===== config.mk =====
export PLATFORM = sky130hd
export DESIGN_NAME = mem_port
export DESIGN_NICKNAME = d
export VERILOG_FILES = /design/src/rtl/mem_port.sv
export SDC_FILE = /design/constraint.sdc
export NUM_CORES = 2
export LEC_CHECK = 0
export CELL_PAD_IN_SITES_DETAIL_PLACEMENT = 0
export CELL_PAD_IN_SITES_GLOBAL_PLACEMENT = 1
export CORE_MARGIN = 8
export CORE_UTILIZATION = 35
export DETAILED_ROUTE_END_ITERATION = 8
export PLACE_DENSITY_LB_ADDON = 0.1
export SLEW_MARGIN = 10
export SYNTH_ARGS = -nofsm -noshare
export SYNTH_HDL_FRONTEND = slang
export SYNTH_SLANG_ARGS = --single-unit

===== constraint.sdc =====
create_clock -name mem_clk -period 7.1 [get_ports mem_clk]
set_input_delay 1.42 -clock mem_clk [delete_from_list [all_inputs] [get_ports mem_clk]]
set_output_delay 1.42 -clock mem_clk [all_outputs]
set_load 0.03 [all_outputs]

===== src/rtl/mem_port.sv =====
// Memory-side responder: pc, mar, mbr and RAM behind a wait-state handshake.
// Define MEM_PORT_WPROT_EN to block writes below PROT_LIMIT and flag prot_err.
module mem_port #(
    parameter int ADDR_W      = 8,
    parameter int DATA_W      = 8,
    parameter int WAIT_CYCLES = 1,
    parameter int PROT_LIMIT  = 16
) (
    input  logic              mem_clk,
    input  logic              mem_rst_n,
    input  logic              MAR_we,
    input  logic [1:0]        RAM_in,
    input  logic              PC_inc,
    input  logic              MBR_we,
    input  logic              RAM_we,
    input  logic [ADDR_W-1:0] ir_addr,
    input  logic [DATA_W-1:0] wr_data,
    output logic              mem_rdy,
    output logic [DATA_W-1:0] mbr,
    output logic [ADDR_W-1:0] mar,
    output logic [ADDR_W-1:0] pc,
    output logic              prot_err
);

`ifdef MEM_PORT_WPROT_EN
    localparam bit PROT_EN = 1'b1;
`else
    localparam bit PROT_EN = 1'b0;
`endif

    typedef enum logic {IDLE, BUSY} state_t;

    state_t            state;
    logic              op_wr;
    logic [DATA_W-1:0] wbuf;
    logic [3:0]        cnt;
    logic              acc_edge;
    logic              wr_blk;
    logic              ram_wr;

    logic [DATA_W-1:0] ram [2**ADDR_W];

    assign acc_edge = (state == BUSY) && (cnt == 4'd0);
    assign wr_blk   = PROT_EN && (mar < ADDR_W'(PROT_LIMIT));
    assign ram_wr   = acc_edge && op_wr && !wr_blk;

    // RAM has no reset; an async reset drops state to IDLE, killing ram_wr.
    always_ff @(posedge mem_clk) begin
        if (ram_wr)
            ram[mar] <= wbuf;
    end

`ifdef MEM_PORT_WPROT_EN
    logic prot_q;

    always_ff @(posedge mem_clk or negedge mem_rst_n) begin
        if (!mem_rst_n)
            prot_q <= 1'b0;
        else
            prot_q <= acc_edge && op_wr && wr_blk;
    end

    assign prot_err = prot_q;
`else
    assign prot_err = 1'b0;
`endif

    always_ff @(posedge mem_clk or negedge mem_rst_n) begin
        if (!mem_rst_n) begin
            state   <= IDLE;
            pc      <= '0;
            mar     <= '0;
            mbr     <= '0;
            mem_rdy <= 1'b1;
            op_wr   <= 1'b0;
            wbuf    <= '0;
            cnt     <= 4'd0;
        end else begin
            if (PC_inc)
                pc <= pc + 1'b1;
            case (state)
                IDLE: begin
                    // mar only moves while idle so an access sees a stable address
                    if (MAR_we) begin
                        case (RAM_in)
                            2'b00:   mar <= pc;
                            2'b01:   mar <= ir_addr;
                            2'b10:   mar <= mbr[ADDR_W-1:0];
                            default: mar <= mar;
                        endcase
                    end
                    if (RAM_we || MBR_we) begin
                        op_wr   <= RAM_we;
                        wbuf    <= wr_data;
                        cnt     <= 4'(WAIT_CYCLES);
                        state   <= BUSY;
                        mem_rdy <= 1'b0;
                    end
                end
                BUSY: begin
                    if (cnt != 4'd0) begin
                        cnt <= cnt - 1'b1;
                    end else begin
                        if (!op_wr)
                            mbr <= ram[mar];
                        state   <= IDLE;
                        mem_rdy <= 1'b1;
                    end
                end
                default: state <= IDLE;
            endcase
        end
    end

endmodule


==> summary.txt <==
result of the run - finished clean
cts hold-fix bufs - 0
Arrival @ worst endpoint - 3540 ps
max-slew violations - 0
critical path class - reg -> out
Tightest Hold Check Type - reg -> reg
sequential-to-total area share from yosys stat - 0.766
Routed WL per cell - 34.2 µm
CP Buf/Inv Count - 3
YS warnings - 0
Syn Nets - 3,974
via count - 40.3k
Synth top cells by count - edfxtp_1 (2,048), mux4_2 (473), nor2_1 (317)
P&R area growth vs syn - 14.0%
met3 Use GR - 0.0330
grt met1 use - 0.289
Worst path depth - 3
R2R Setup Slk - 2430 ps
Core Util, Final - 0.400
Port Buffers - 48
via-per-instance ratio - 5.50
WHS Path Cells - 1
clk_lat worst skew - 880 ps
synth unique cells - 75
Post-Route Setup TNS - 0 ps
final setup margin - 2140 ps
delay-heaviest family, CP - buffers and inverters
most crowded layer after global routing - met2
CTS tree - built
Worst setup SP type - flop
GPL Wtd Cong - 0.798
CTS buffer count - 225
Slew HR - 0.198
Worst Reg-to-Reg Cells - 8
WL final - 251,000 µm
GRT Util Overall - 0.198
top-count cell post-synth - edfxtp_1
Final nets - 4,114
Avg Synthesized Cell Area - 20.7 µm²
EDFF count, synth - 2,048
FFs w/ async S/R, synth - 0.0187
synthesized flop and latch total - 2,087
Core Area - 232,000 µm²
initial antenna violation count - 20
Final period util - 0.699
largest area contributor in the netlist - edfxtp_1
DRT Pass-1 Iters - 5
power density over the cells - 413 nW/µm²
boundary pin count - 50
Main synth FF type - edfxtp_1
Max Buffers Root-to-Sink - 3
Final min period - 4960 ps
pre-CTS setup slack - 2500 ps
clk sinks - 2,087
Max FO, Critical Path - 53
largest net degree at the start of global routing - 145
drc violations - 0
clock root buffer - clkbuf_16
postcts setup bufs - 0
worst path required time - 5680 ps
RSZ-0062 raised after global routing - no
share of layout cells above drive strength 1 - 0.230
Worst-Margin Slew - 1200 ps
Die X - 499 µm
Lkg Pwr - 28.3 nW
post-cts gate resize count - 0
Die Footprint - 249,000 µm²
gr ovfl total - 0
die height - 499 µm
Initial DRC Count - 4,052
Tot Pwr - 38.4 mW
Peak VDD IR - 0.411 mV
Global Route met2 Usage - 0.310
setup violators final - 0
starting density of the core - 0.351
CP max-delay cell - dfrtp_4
count of final hold-check violations - 0
Setup Skew - 53.7 ps
worst-path cell chain - buf_12 -> buf_4 -> clkdlybuf4s50_1
Area contributors post-synth - edfxtp_1 (75%), mux4_2 (13%), mux2i_1 (1.8%), nor2_1 (1.5%), dfrtp_1 (1.2%)
FP Rows - 177
vias in the first global route - 41.0k
Cells after Synth - 3,945
fmax - 201 MHz
clock slew at reported path FFs - 60 ps
# Max-Cap Violations - 0
Final ANT Viol Nets - 0
H-Tree Depth - 4
top-area cell type share of the netlist area - 0.754
Mapped Area - 81,500 µm²
first-pass GRT wire length - 347,000 µm
final hold slack - 502 ps
Setup crit end kind - primary output
hpwl dp - 155,000 µm
CP max stage delay - 850 ps
## layout by cell type (no fill, tap or decap), drive strengths merged, types with 41 or more instances in the layout
cell and instances:
edfxtp 2048, mux4 475, nor2 317, clkbuf 287, nand2 144, mux2i 143
buf 107, clkinv 104, a22oi 59, a21oi 51, clkdlybuf4s50 47, mux2 41
o21ai 41
## power breakdown
group | leakage [nW] | internal [mW] | switching (mW)
sequential | 18.8 | 15.5 | 0.785
combinational | 5.86 | 3.28 | 7.11
clock | 3.57 | 6.74 | 4.96
## registers in the layout (all words and copies together), names as in the netlist
| signal | flops |
|---|---|
| cnt | 4 |
| mar | 8 |
| mem_rdy | 1 |
| mbr | 8 |
| pc | 8 |
| wbuf | 8 |
| ram | 2048 |
| state | 1 |
| op_wr | 1 |
## metrics by stage
stage	instance area, µm²	std cells
after floorplan	81500	3945
after global placement	85600	6901
after detailed placement	85600	6901
after CTS	92900	7321
after global routing	92900	7326
final	92900	7330
## metal layers
layer / routed length [µm] / share of wire
met5: 13 / 0.000052
met1: 114000 / 0.45
met3: 14700 / 0.059
met4: 5840 / 0.023
met2: 116000 / 0.46
## cells by family (layout without fill, tap and decap cells)
logic type | after synthesis | count (layout) | share of synthesized area
xor gates and xnor gates | 8 | 8 | 0.000859
DFF | 2087 | 2087 | 0.766
muxes | 659 | 659 | 0.155
AOI/OAI and AO/OA | 313 | 313 | 0.0270
adders and majority gates | 5 | 5 | 0.000767
and+or+nand+nor | 621 | 621 | 0.0330
other | 1 | 10 | 0.0000460
buffers and inverters | 251 | 584 | 0.0176
## final timing paths
kind	from	endpoint
setup reg to reg	mar[1]	mbr[2]
hold reg to reg	pc[7]	pc[7]
setup / recovery	mar[3]	mar[3]
hold / removal	pc[7]	pc[7]
min in group asynchronous	mem_rst_n	wbuf[0]
max in group asynchronous	mem_rst_n	mar[0]
## worst register-to-register path, stage by stage, from the launching register on
cell	delay [ps]
dfrtp_4	900
buf_12	640
mux4_2	620
a22o_1	290
a221oi_1	700
o22ai_1	160
a211o_1	280
a21oi_1	770
a21oi_1	170
## final cells by class
type,instances,area (µm²)
Clock inverter,133,1350
Sequential cell,2087,62500
Multi-Input combinational cell,1607,17700
Antenna cell,9,22.5
Fill cell,20700,139000
Inverter,10,42.5
Timing Repair Buffer,154,1500
Tap cell,3043,3810
Clock buffer,287,5980
Note: power is estimated with default switching activity, not from simulation.
==> RTL change, RTL diff (config.mk and constraints unchanged) <==
`DATA_W`: 8 -> 9.
--- a/src/rtl/mem_port.sv
+++ b/src/rtl/mem_port.sv
@@ -3,5 +3,5 @@
 module mem_port #(
     parameter int ADDR_W      = 8,
-    parameter int DATA_W      = 8,
+    parameter int DATA_W      = 9,
     parameter int WAIT_CYCLES = 1,
     parameter int PROT_LIMIT  = 16
Interface: changed (resized mbr and wr_data); port bits go from 50 to 52. The function was not compared with the original's and may differ.
==> RTL change against the unedited design <==
  * Global-route usage increased by 0.066 points
  * Total power increased by 13%
  * Fmax increased by 2.6%
  * Routed wire length increased by 12%
  * Non-clock buffer count increased by 7
  * Sequential cell count increased by 258
  * Final area increased by 12%
  * Register-to-register slack got worse by 150 ps
  * Count of clock-buffer cells in the layout increased by 55
  * Die area increased by 11%
  * Setup slack improved by 120 ps
  * Via count increased by 10%
  * Synthesized area increased by 12%
  * Critical path type unchanged
  * Largest power group unchanged
==> RTL change: results (changes against the unedited design) <==
Finish:
- The clock buffer count in the final layout is 342 (+19%).
- The number of multi-input combinational cells in the layout is 1671 (+4.0%).
- The clock buffer and inverter area fraction after layout is 7.85% (-0.038 points).
- The net count of the finished layout was 4498 (+9.3%).
- The final cell count without fillers is 8058 (+9.9%).
- The fraction of standard cell area that is sequential came to 67.5% (+0.24 points).
- The number of buffers other than clock buffers in the final layout is 161 (+4.5%).

Placed design:
- The cell total after placement is 7588 (+10%).
- The area of placed instances is 0.0959 mm^2 (+12%).

GRT:
- The met3 layer usage reported by global route came to 3.13% (-0.17 points).
- The total routing resource utilization after global routing came to 19.8% (+0.066 points).
- The maximum number of pins on one net before global-route repair is 174 (+20%).

Die:
- The area inside the core boundary is 0.259 mm^2 (+12%).

Pwr:
- The static power due to leakage is 0.0315 uW (+11%).

Logic synthesis:
- The count of flip-flops with a built-in enable after synthesis is 2304 (+13%).
- Counting instances in the post-synthesis netlist gives the leading cell types as sky130_fd_sc_hd__edfxtp_1, sky130_fd_sc_hd__mux4_2, sky130_fd_sc_hd__nor2_1, sky130_fd_sc_hd__mux2i_1, sky130_fd_sc_hd__nand2_1.
- The total of flip-flops plus latches after synthesis came to 2345 (+12%).
- The sequential-to-total area share from yosys stat was 77.0% (+0.35 points).

Outcome:
- The run finished with clean final reports.

STA:
- The maximum clock skew at final layout came to 54.9 ps (+1.26 ps).
- The actual transition at the worst max-transition pin was 1330 ps (+127 ps).

Critical path:
- The largest fanout of any net on the critical path is 77 (+45%).
- For this design, the slowest cell found on the critical path is sky130_fd_sc_hd__clkdlybuf4s50_1.
- The slack of the worst reg-to-reg path was 2280 ps (-150 ps).

Route:
- The highest metal layer carrying signal wires in the routed design is met4.
- The via count of the routed design is 44500 (+10%).
- The mean routed wirelength per cell is 34.8 um (+1.6%).

Clocking:
- The clock latency at the later pin of the worst-skew pair was 910 ps (+30 ps).
[RTL change: cell types whose count changed in the layout (fill, tap and decap cells not counted), moves of 13 or more]
cell,before,now
sky130_fd_sc_hd__edfxtp_1,2048,2304
sky130_fd_sc_hd__mux4_2,473,558
sky130_fd_sc_hd__mux2i_1,143,210
sky130_fd_sc_hd__clkbuf_16,229,284
sky130_fd_sc_hd__a22oi_1,59,88
sky130_fd_sc_hd__a21oi_1,51,26
sky130_fd_sc_hd__nor2_1,315,292
sky130_fd_sc_hd__o21ai_0,39,20
sky130_fd_sc_hd__mux2_2,41,23
sky130_fd_sc_hd__clkinv_1,52,69
sky130_fd_sc_hd__a32oi_1,30,17
sky130_fd_sc_hd__bufinv_16,22,9
[RTL change: worst max-delay path by stage]
stage                          endpoint                start  cells past startpoint  slack, ps
floorplan           ram[0][0]$_DFFE_PP_  wbuf[0]$_DFFE_PN0P_                      0       3120
global placement     mbr[6]$_DFFE_PN0P_   mar[0]$_DFFE_PN0P_                      7       2050
detailed placement   mbr[6]$_DFFE_PN0P_   mar[0]$_DFFE_PN0P_                      7       2170
CTS                              mar[1]   mar[1]$_DFFE_PN0P_                      3       2170
global route         mbr[6]$_DFFE_PN0P_   mar[0]$_DFFE_PN0P_                      7       2100
finish                           mar[1]   mar[1]$_DFFE_PN0P_                      3       2260
[RTL change: cells by family after synthesis]
group | share of synthesized area (%)
AO/OA/AOI/OAI | 2.23
flip-flops | 77.0
multiplexers | 16.4
XOR/XNOR | 0.0864
adder cells (fa/ha/maj) | 0.0686
buffers and inverters | 1.55
AND/OR/NAND/NOR | 2.71
other | 0.00411
[RTL change: where the power goes]
group          internal (uW)  leakage (uW)  switching [uW]  total (uW)
clock                   7620       0.00400            5500       13100
sequential             17500        0.0212             888       18300
combinational           3860       0.00633            8110       12000
